[src/rtl/mux_arbiter.sv]
// mux_arbiter: two-way round-robin arbiter for the shared 2:1 output mux.
// Grants A or B with a minimum/maximum tenure and inserts a dead gap between
// owners so the mux output never switches directly from one source to the other.
module mux_arbiter #(
    parameter int MIN_HOLD  = 10,
    parameter int MAX_HOLD  = 100,
    parameter int GAP_TICKS = 5
) (
    input  logic       hz100,
    input  logic       reset,
    input  logic [1:0] req,
    output logic [1:0] grant,
    output logic       sel,
    output logic       out_en,
    output logic       busy
);

    typedef enum logic [1:0] {
        IDLE    = 2'd0,
        GRANT_A = 2'd1,
        GRANT_B = 2'd2,
        GAP     = 2'd3
    } state_t;

    localparam int CW = $clog2(MAX_HOLD + 1);
    localparam logic [CW-1:0] MIN_C = CW'(MIN_HOLD);
    localparam logic [CW-1:0] MAX_C = CW'(MAX_HOLD);

    // Gap counter runs 0..GAP_TICKS-1; kept at least one bit wide for GAP_TICKS<=1.
    localparam int GW = (GAP_TICKS > 1) ? $clog2(GAP_TICKS) : 1;
    localparam logic [GW-1:0] GAP_LAST = GW'((GAP_TICKS > 0) ? (GAP_TICKS - 1) : 0);

    state_t          state;
    state_t          next_state;
    logic [CW-1:0]   cnt;
    logic [CW-1:0]   cnt_next;
    logic [GW-1:0]   gap_cnt;
    logic [GW-1:0]   gap_cnt_next;
    logic            ptr;
    logic            ptr_next;

    logic [1:0]      grant_next;
    logic            sel_next;
    logic            busy_next;

    // State register with tenure counter, gap counter and round-robin pointer.
    always_ff @(posedge hz100 or negedge reset) begin
        if (!reset) begin
            state   <= IDLE;
            cnt     <= '0;
            gap_cnt <= '0;
            ptr     <= 1'b0;
        end else begin
            state   <= next_state;
            cnt     <= cnt_next;
            gap_cnt <= gap_cnt_next;
            ptr     <= ptr_next;
        end
    end

    // Next-state logic: arbitration in IDLE, tenure rules while granted, timed gap.
    always_comb begin
        next_state   = state;
        cnt_next     = cnt;
        gap_cnt_next = gap_cnt;
        ptr_next     = ptr;
        case (state)
            IDLE: begin
                cnt_next     = '0;
                gap_cnt_next = '0;
                if (req == 2'b01 || (req == 2'b11 && !ptr)) begin
                    next_state = GRANT_A;
                    cnt_next   = CW'(1);
                end else if (req == 2'b10 || (req == 2'b11 && ptr)) begin
                    next_state = GRANT_B;
                    cnt_next   = CW'(1);
                end
            end
            GRANT_A: begin
                if ((!req[0] && cnt >= MIN_C) || (cnt >= MAX_C && req[1])) begin
                    next_state   = (GAP_TICKS > 0) ? GAP : IDLE;
                    ptr_next     = 1'b1;
                    cnt_next     = '0;
                    gap_cnt_next = '0;
                end else if (cnt < MAX_C) begin
                    cnt_next = cnt + CW'(1);
                end
            end
            GRANT_B: begin
                if ((!req[1] && cnt >= MIN_C) || (cnt >= MAX_C && req[0])) begin
                    next_state   = (GAP_TICKS > 0) ? GAP : IDLE;
                    ptr_next     = 1'b0;
                    cnt_next     = '0;
                    gap_cnt_next = '0;
                end else if (cnt < MAX_C) begin
                    cnt_next = cnt + CW'(1);
                end
            end
            GAP: begin
                if (gap_cnt == GAP_LAST) begin
                    next_state   = IDLE;
                    gap_cnt_next = '0;
                end else begin
                    gap_cnt_next = gap_cnt + GW'(1);
                end
            end
            default: begin
                next_state = IDLE;
            end
        endcase
    end

    // Output decode from the upcoming state; sel only moves when a grant is entered.
    always_comb begin
        grant_next = 2'b00;
        sel_next   = sel;
        busy_next  = (next_state != IDLE);
        case (next_state)
            GRANT_A: begin
                grant_next = 2'b01;
                sel_next   = 1'b0;
            end
            GRANT_B: begin
                grant_next = 2'b10;
                sel_next   = 1'b1;
            end
            default: begin
                grant_next = 2'b00;
            end
        endcase
    end

    // Output register so every output is a clean flop, aligned with the state.
    always_ff @(posedge hz100 or negedge reset) begin
        if (!reset) begin
            grant  <= 2'b00;
            sel    <= 1'b0;
            out_en <= 1'b0;
            busy   <= 1'b0;
        end else begin
            grant  <= grant_next;
            sel    <= sel_next;
            out_en <= |grant_next;
            busy   <= busy_next;
        end
    end

endmodule

[config.mk]
export PLATFORM = sky130hd
export DESIGN_NAME = mux_arbiter
export DESIGN_NICKNAME = d
export VERILOG_FILES = /design/src/rtl/mux_arbiter.sv
export SDC_FILE = /design/constraint.sdc
export NUM_CORES = 1
export LEC_CHECK = 0
export ABC_AREA = 1
export CORE_UTILIZATION = 60
export CTS_BUF_LIST = sky130_fd_sc_hd__clkbuf_4
export DETAILED_ROUTE_END_ITERATION = 12
export PLACE_DENSITY = 0.82
export SLEW_MARGIN = 20
export SYNTH_ARGS = -nofsm -noshare
export SYNTH_HDL_FRONTEND = slang
export SYNTH_SLANG_ARGS = --single-unit
[constraint.sdc]
create_clock -name hz100 -period 2.6 [get_ports hz100]
set_clock_uncertainty 0.1 [all_clocks]
set_input_delay 0.52 -clock hz100 [delete_from_list [all_inputs] [get_ports hz100]]
set_output_delay 0.52 -clock hz100 [all_outputs]
set_load 0.02 [all_outputs]
Word-level counts from Yosys, hierarchy flattened
Index checks and enable logic that the tools add are counted.
{"block": "op_classes", "add_sub_neg": 2, "order_cmp": 3, "eq_ne": 11, "mux": 21, "reduce_logical": 21}
{"op": "two-way mux 7 bit", "count": 3}
{"op": "one-hot mux 7 bit (3 select lines)", "count": 1}
{"op": "one-hot mux 3 bit (4 select lines)", "count": 1}
{"op": "equality test 2 bit (second input constant)", "count": 5}
{"op": "two-way mux 2 bit", "count": 5}
{"op": "two-way mux 3 bit", "count": 3}
{"op": "one-hot mux 2 bit (4 select lines)", "count": 1}
{"op": "adder 7 x 1 -> 7 bit (second input constant)", "count": 1}
{"op": "greater-or-equal comparator 7 x 4 -> 1 bit (second input constant)", "count": 1}
{"op": "greater-or-equal comparator 7 bit (second input constant)", "count": 1}
{"op": "< comparator 7 bit (second input constant)", "count": 1}
{"op": "equality test 2 x 1 -> 1 bit (second input constant)", "count": 3}
{"op": "logical AND 1 bit", "count": 6}
{"op": "nonzero test 2 bit", "count": 3}
{"op": "logical OR 1 bit", "count": 4}
{"op": "two-way mux 1 bit", "count": 4}
{"op": "inequality test 2 bit (second input constant)", "count": 2}
{"op": "one-hot mux 1 bit (2 select lines)", "count": 2}
{"op": "one-hot mux 2 bit (2 select lines)", "count": 1}
{"op": "adder 3 x 1 -> 3 bit (second input constant)", "count": 1}
{"op": "equality test 3 bit (second input constant)", "count": 1}
{"op": "logical NOT 1 bit", "count": 3}
{"op": "AND reduction 3 bit", "count": 1}
{"op": "nonzero test 3 bit", "count": 1}
{"op": "3 further kinds", "count": 3}
{"block": "word_totals", "register_bits": 18, "in_bits": 4, "wordCells": 66}

Logic depth before layout (Yosys ltp)
Gate-level depths: netlist of the first run.
{"block": "depth", "word_depth": 9, "depth_mapped": 14}

Least setup slack after synthesis of the first run
No wires, ideal clock.
{"block": "synth_timing", "path_kind": "register -> register", "from": "register cnt[0]", "to": "register sel", "setup_ps": 116, "t_arrival_ps": 1777, "required_ps": 2384, "slack_ps": 607, "path_stages_with_launch": 15, "path_buffers": 0, "cell_sequence": "dfrtp_1 > inv_1 > ha_1 > nor2_1 > nor2_1 > o21ai_2 > nand2_1 > nand2_1 > nand2_1 > o21ai_1 > inv_1 > ha_1 > inv_1 > nand2_1 > nand2_1"}
{"block": "synth_via", "elab_chain_len": 7, "word_cells_on_any_way": 15}
{"item": "start: declaration", "line_no": "35", "source": "logic [CW-1:0] cnt;"}
{"item": "start signal: assignment", "line_no": "55", "source": "cnt <= cnt_next;"}
{"item": "greater-or-equal comparator 7 x 4 -> 1 bit or greater-or-equal comparator 7 bit (tied branches)", "line_no": "80, 90"}
{"item": "logical AND 1 bit, on equally long branches", "line_no": "90, 80"}
{"item": "logical OR 1 bit, on equally long branches", "line_no": "90, 80"}
{"item": "two-way mux 2 bit, on equally long branches", "line_no": "90, 80"}
{"item": "one-hot mux 2 bit (4 select lines) *", "line_no": "67", "source": "case (state)"}
{"item": "via next_state[1]", "line_no": "34", "source": "state_t next_state;"}
{"item": "equality test 2 bit or equality test 2 x 1 -> 1 bit (tied branches)", "line_no": "118", "source": "case (next_state)"}
{"item": "one-hot mux 1 bit (2 select lines) or nonzero test 2 bit (tied branches)"}
{"item": "end signal: assignment", "line_no": "142", "source": "sel <= sel_next;"}
{"item": "end: declaration", "line_no": "13", "source": "output logic sel,"}
The timed path passes the listed nets; every way through them passes the cells marked *.
A chain may end at the register's enable or synchronous reset.

Final worst setup path of the first run
Same ends and word-level chain as after synthesis.

==> flow_summary.ini, run 1 <==
[outcome]
outcome = complete, no violations

[cells_and_area]
filler_cell_count = 143
final_common_cell = nand2_1
antenna_cells = 0
drive_gt1_share_pct = 12.7
finish.net_count = 182
layout_common_cells = nand2_1 (37), inv_1 (26), dfrtp_1 (18)
syn_to_final_growth_pct = 11.9

[clocking]
htreeDepth = 1
postCtsSetupBuffers = 0
cts-root-buf = clkbuf_4
clk_latency_ns = 0.29
path_clk_slew_ns = 0.11
clock_sinks = 18
ctsLongestPathBuffers = 2
cts_buffers = 3
ctsResizeCount = 0
cts_hold_buffers = 0
tritoncts = yes

[timing]
setup_viol = 0
tightest_slew_ns = 0.397
hold_ws_ns = 0.408
drv_slew = 0
fin_tns_setup_ns = 0
timing.final.crit_share_pct = 85.8
final-hold-violation-count = 0
final.min_clock_period_ns = 2.23
timing.slew.headroom_pct = 73.5
fmax_mhz = 448
rsz0062_at_grt = no

[die]
rows = 15
start_util_pct = 66.5
die_w_um = 46.5
core_um2 = 1780
chipHeight_um = 46.5
dieArea_um2 = 2160
io_pins = 9

[worst_setup_path]
cp-start-kind = register
slowest_stage = dfrtp_1
crit_buf_inv = 3
cp_num_cells = 14
cp-end-kind = register
reg2reg_depth = 14
max_stage_delay_ns = 0.44
crit_fanout = 5
crit_top_cell = nand2_1
worstPathCellList = inv_1, ha_1, nor2_1, nor2_1, o21ai_2, nand2_1, nand2_1, nand2_1, o21ai_1, inv_1, ha_1, inv_1, nand2_1, nand2_1
worst_ep_arrival_time_ns = 2.33
path_delay_family = adder cells
cp.required_ns = 2.70
criticalPathCategory = reg -> reg

[drt]
vias = 985
routed_wl_um = 2350
drc_errors = 0
first_pass_iters = 6
drtAntennaViolNets = 0
wl_per_cell_um = 12.4
initialDrtViolationCount = 22
vias_per_cell = 5.18

[flow_run]
max_cap_viol_count = 0

[hold_path]
min_path_type = reg -> reg
holdPathStages = 2

[logic_synthesis]
seq_area_frac_synth_pct = 38.0
syn_avg_cell_area_um2 = 7.80
synth.distinct_cells = 21
yosysWarningCount = 0
postSynthCellCount = 152
ys_seq_elements = 18
syn_area_um2 = 1190
syn_nets = 168

[power]
power_density_nw_per_um2 = 1030
netSwitchingFraction_pct = 47.9
p_int_uw = 715
combPwrFrac_pct = 58.2
netSwitchingPower_uw = 658
leakage_uw = 0.000712
ir_drop_mv = 0.847
power_frac_clock_pct = 10.8
seq_power_share_pct = 31.0

[grt]
grt_pass1_wl_um = 3660
gr-total-overflow = 0
grt_util_all_layers_pct = 24.2
grt_pass1_vias = 902
grt_antenna_before_repair = 0
grt_start_max_net_pins = 19

[placement]
port_buffers = 8
dp_hpwl_um = 1770
gp_congestion = 0.842
==> metal layers <==
layer	up-vias	wire [um]	GRT usage (%)
met5	-	0	0
met4	0	35	8.24
met3	4	79	3.53
met2	19	1190	43.9
met1	461	1040	28.6
li1	501	-	-
==> power by group through the flow <==
stage	Clock [uW]	Combinational, uW	Sequential (uW)
finish	148	799	426
global route	164	880	434
CTS	147	801	425
detailed placement	0	794	429
global placement	0	761	426
floorplan	0	531	458
==> Yosys cell counts (all sizes together) <==
master	instances	share of area [%]
a21oi	7	3.0
buf	1	0.95
dfrtp	18	38
ha	12	13
inv	28	9.1
nand2	42	15
nand3	13	6.8
nor2	12	4.2
o211ai	1	0.63
o21ai	15	7.3
o21bai	2	1.6
xor2	1	0.74
==> kinds of logic (layout without fill, tap and decap cells) <==
family | after synthesis | in the layout | synth area share [%]
DFF | 18 | 18 | 38.0
adders and majority gates | 12 | 12 | 12.7
AOI/OAI and AO/OA | 25 | 25 | 12.4
and+or+nand+nor | 67 | 67 | 26.2
xor gates and xnor gates | 1 | 1 | 0.739
buffers and inverters | 29 | 42 | 10.0
==> tightest hold or removal path, delay by kind of cell (launching register included) <==
kind	cells	cell delay, ns
flops	1	0.38
simple gates	2	0.11
==> final cells by class <==
type	count	area, um^2	share of cell area [%]
Clock inverter	1	3.75	0.283
Clock buffer	3	22.5	1.70
Sequential cell	18	450	33.9
Timing Repair Buffer	10	95.1	7.16
Inverter	28	108	8.11
Multi-Input combinational cell	105	617	46.5
Tap cell	25	31.3	2.36
==> registers in the layout, indices dropped and copies added, names as in the netlist <==
name and flops:
busy 1, out_en 1, grant 2, sel 1, ptr 1, state 2, gap_cnt 3, cnt 7
==> metrics by stage <==
stage | instance area, um^2 | cells | setup slack, ns | utilization [%] | power (uW)
6_report | 1330 | 190 | 0.370 | 74.5 | 1370
5_1_grt | 1330 | 190 | 0.160 | 74.5 | 1480
4_1_cts | 1330 | 190 | 0.369 | 74.5 | 1370
3_5_place_dp | 1300 | 186 | 0.193 | 73.0 | 1220
3_3_place_gp | 1300 | 186 | 0.277 | 73.0 | 1190
2_1_floorplan | 1190 | 152 | 0.607 | - | 989
==> final timing paths <==
check	startpoint	end	slack, ns
max in group asynchronous	reset	sel	1.76
max	cnt[0]	sel	0.37
min reg2reg	sel	sel	0.41
min	sel	sel	0.41
max reg2reg	cnt[0]	sel	0.37
min in group asynchronous	reset	cnt[5]	0.44
Note: power is estimated with default switching activity, not from simulation.
==> inputs of run 2 (changes only) <==
- CORE_UTILIZATION: 60 -> 54
- HOLD_SLACK_MARGIN: not set -> 0.08
- PLACE_DENSITY: 0.82 -> 0.77
- clock period: 2.6 -> 2.02 ns (I/O delays scaled with it)
==> run 2 against run 1 <==
Compared with the run above: maximum frequency rose by 13%; global-route usage fell by 0.56 points; sequential power rose by 27%; critical path type unchanged; sequential cell count did not move; first-iteration DRC count fell by 4.5%; total power rose by 43%; register-to-register slack got worse by 0.32 ns; final cell count rose by 6.8%; non-clock buffer count rose by 11; via count rose by 5.0%; largest power group unchanged.
==> flow_summary.ini, run 2 (synthesized netlist as in run 1, its figures left out) <==
[outcome]
outcome = complete, no violations

[cells_and_area]
layout_common_cells = nand2_1 (37), inv_1 (23), dfrtp_1 (17)
syn_to_final_growth_pct = 22.8
fin_util_pct = 72.0
largest_reg_flops = 7
fin_cells = 203
antenna_cells = 0
top_register = cnt
final_common_cell = nand2_1
finish.net_count = 193
drive_gt1_share_pct = 23.3
final_area_um2 = 1460
largestRegisters = cnt (7), gap_cnt (3)

[grt]
grt_start_max_net_pins = 19
grt_util_all_layers_pct = 23.7
grt_use_met2_pct = 40.5
grt_pass1_wl_um = 4240
gr-total-overflow = 0
grt_pass1_vias = 1038
grt_antenna_before_repair = 0
busiest_layer = met2
grt.met3_usage_pct = 3.74
grt_use_met1_pct = 28.2

[power]
power_density_nw_per_um2 = 1350
ir_drop_mv = 1.17
leakage_uw = 0.000767

[worst_setup_path]
criticalPathCategory = reg -> reg
rr_startpoint = cnt[1]
cp.required_ns = 2.12
rrSetupSlack_ns = 0.05
reg2reg_depth = 13
worst_ep_arrival_time_ns = 2.07
cp-start-kind = register
crit_fanout = 2
cp-end-kind = register
r2r_end = sel

[timing]
drv_slew = 0
timing.final.crit_share_pct = 97.5
fin_tns_setup_ns = 0
tightest_slew_ns = 0.396
setup_viol = 0
rsz0062_at_grt = yes
final-hold-violation-count = 0
final.min_clock_period_ns = 1.97
timing.slew.headroom_pct = 73.5
fmax_mhz = 508

[clocking]
htreeDepth = 1
path_clk_slew_ns = 0.11
clock_sinks = 18
ctsLongestPathBuffers = 2
tritoncts = yes
cts_buffers = 3
cts_hold_buffers = 0
clk_latency_ns = 0.31
cts-root-buf = clkbuf_4

[placement]
dpl_cell_area_um2 = 1370
port_buffers = 8
dp_hpwl_um = 1820
gp_congestion = 0.869
dp_cells = 197

[drt]
drc_errors = 0
vias = 1034
initialDrtViolationCount = 21
first_pass_iters = 4
wl_per_cell_um = 12.4
vias_per_cell = 5.09
routed_wl_um = 2510
drtAntennaViolNets = 0

[die]
start_util_pct = 58.7
chipHeight_um = 48.9
dieArea_um2 = 2390
io_pins = 9
die_w_um = 48.9
core_um2 = 2020
rows = 16

[hold_path]
min_path_type = in -> async

[flow_run]
max_cap_viol_count = 0
==> run 2: repair_timing <==
action	in CTS	in global routing
endpoints found under the hold margin	0	0
setup endpoints to repair	1	2
pin swaps	1	9
setup buffers	0	2
gates resized for setup	1	11
==> run 2: layer usage <==
layer | part of all wire (%) | vias to the layer above
met3 | 2.8 | 5
li1 | - | 519
met5 | 0 | -
met4 | 1.8 | 0
met1 | 44 | 497
met2 | 52 | 13
==> run 2: final cells by class <==
type | count | area, um^2
Clock buffer | 3 | 22.5
Clock inverter | 1 | 3.75
Fill cell | 153 | 566
Inverter | 28 | 108
Multi-Input combinational cell | 105 | 656
Sequential cell | 18 | 452
Tap cell | 27 | 33.8
Timing Repair Buffer | 21 | 181
==> run 2: metrics by stage <==
stage,setup slack [ns],total power [uW],hold WS [ns]
floorplan,0.0270,1270,0.00841
global placement,-0.0473,1630,0.366
detailed placement,-0.114,1670,0.391
CTS,0.0214,1880,0.327
global route,-0.103,2160,0.322
finish,0.0509,1960,0.321
==> run 2: worst max-delay path by stage <==
stage / from / endpoint / slack, ns / cells after the start
finish: cnt[1] / sel / 0.05 / 13
global route: cnt[1] / sel / -0.10 / 13
CTS: cnt[0] / sel / 0.02 / 14
detailed placement: req[0] / sel / -0.11 / 12
global placement: req[0] / sel / -0.05 / 12
floorplan: cnt[0] / sel / 0.03 / 14
==> run 2: critical path, cell delays in order (launching register included) <==
cell and delay, ns:
dfrtp_1 0.43, ha_4 0.18, nor2_4 0.07, nor2_2 0.06, o21ai_2 0.16, nand2_1 0.09, nand2_1 0.07, nand2_1 0.06
o21ai_2 0.16, inv_2 0.07, ha_4 0.26, inv_1 0.04, nand2_1 0.06, nand2_1 0.05
==> run 2: power by group <==
group | switching [uW] | total (uW) | internal [uW]
Clock | 119 | 191 | 72.2
Sequential | 70.5 | 542 | 471
Combinational | 707 | 1230 | 521
Total | 896 | 1960 | 1060
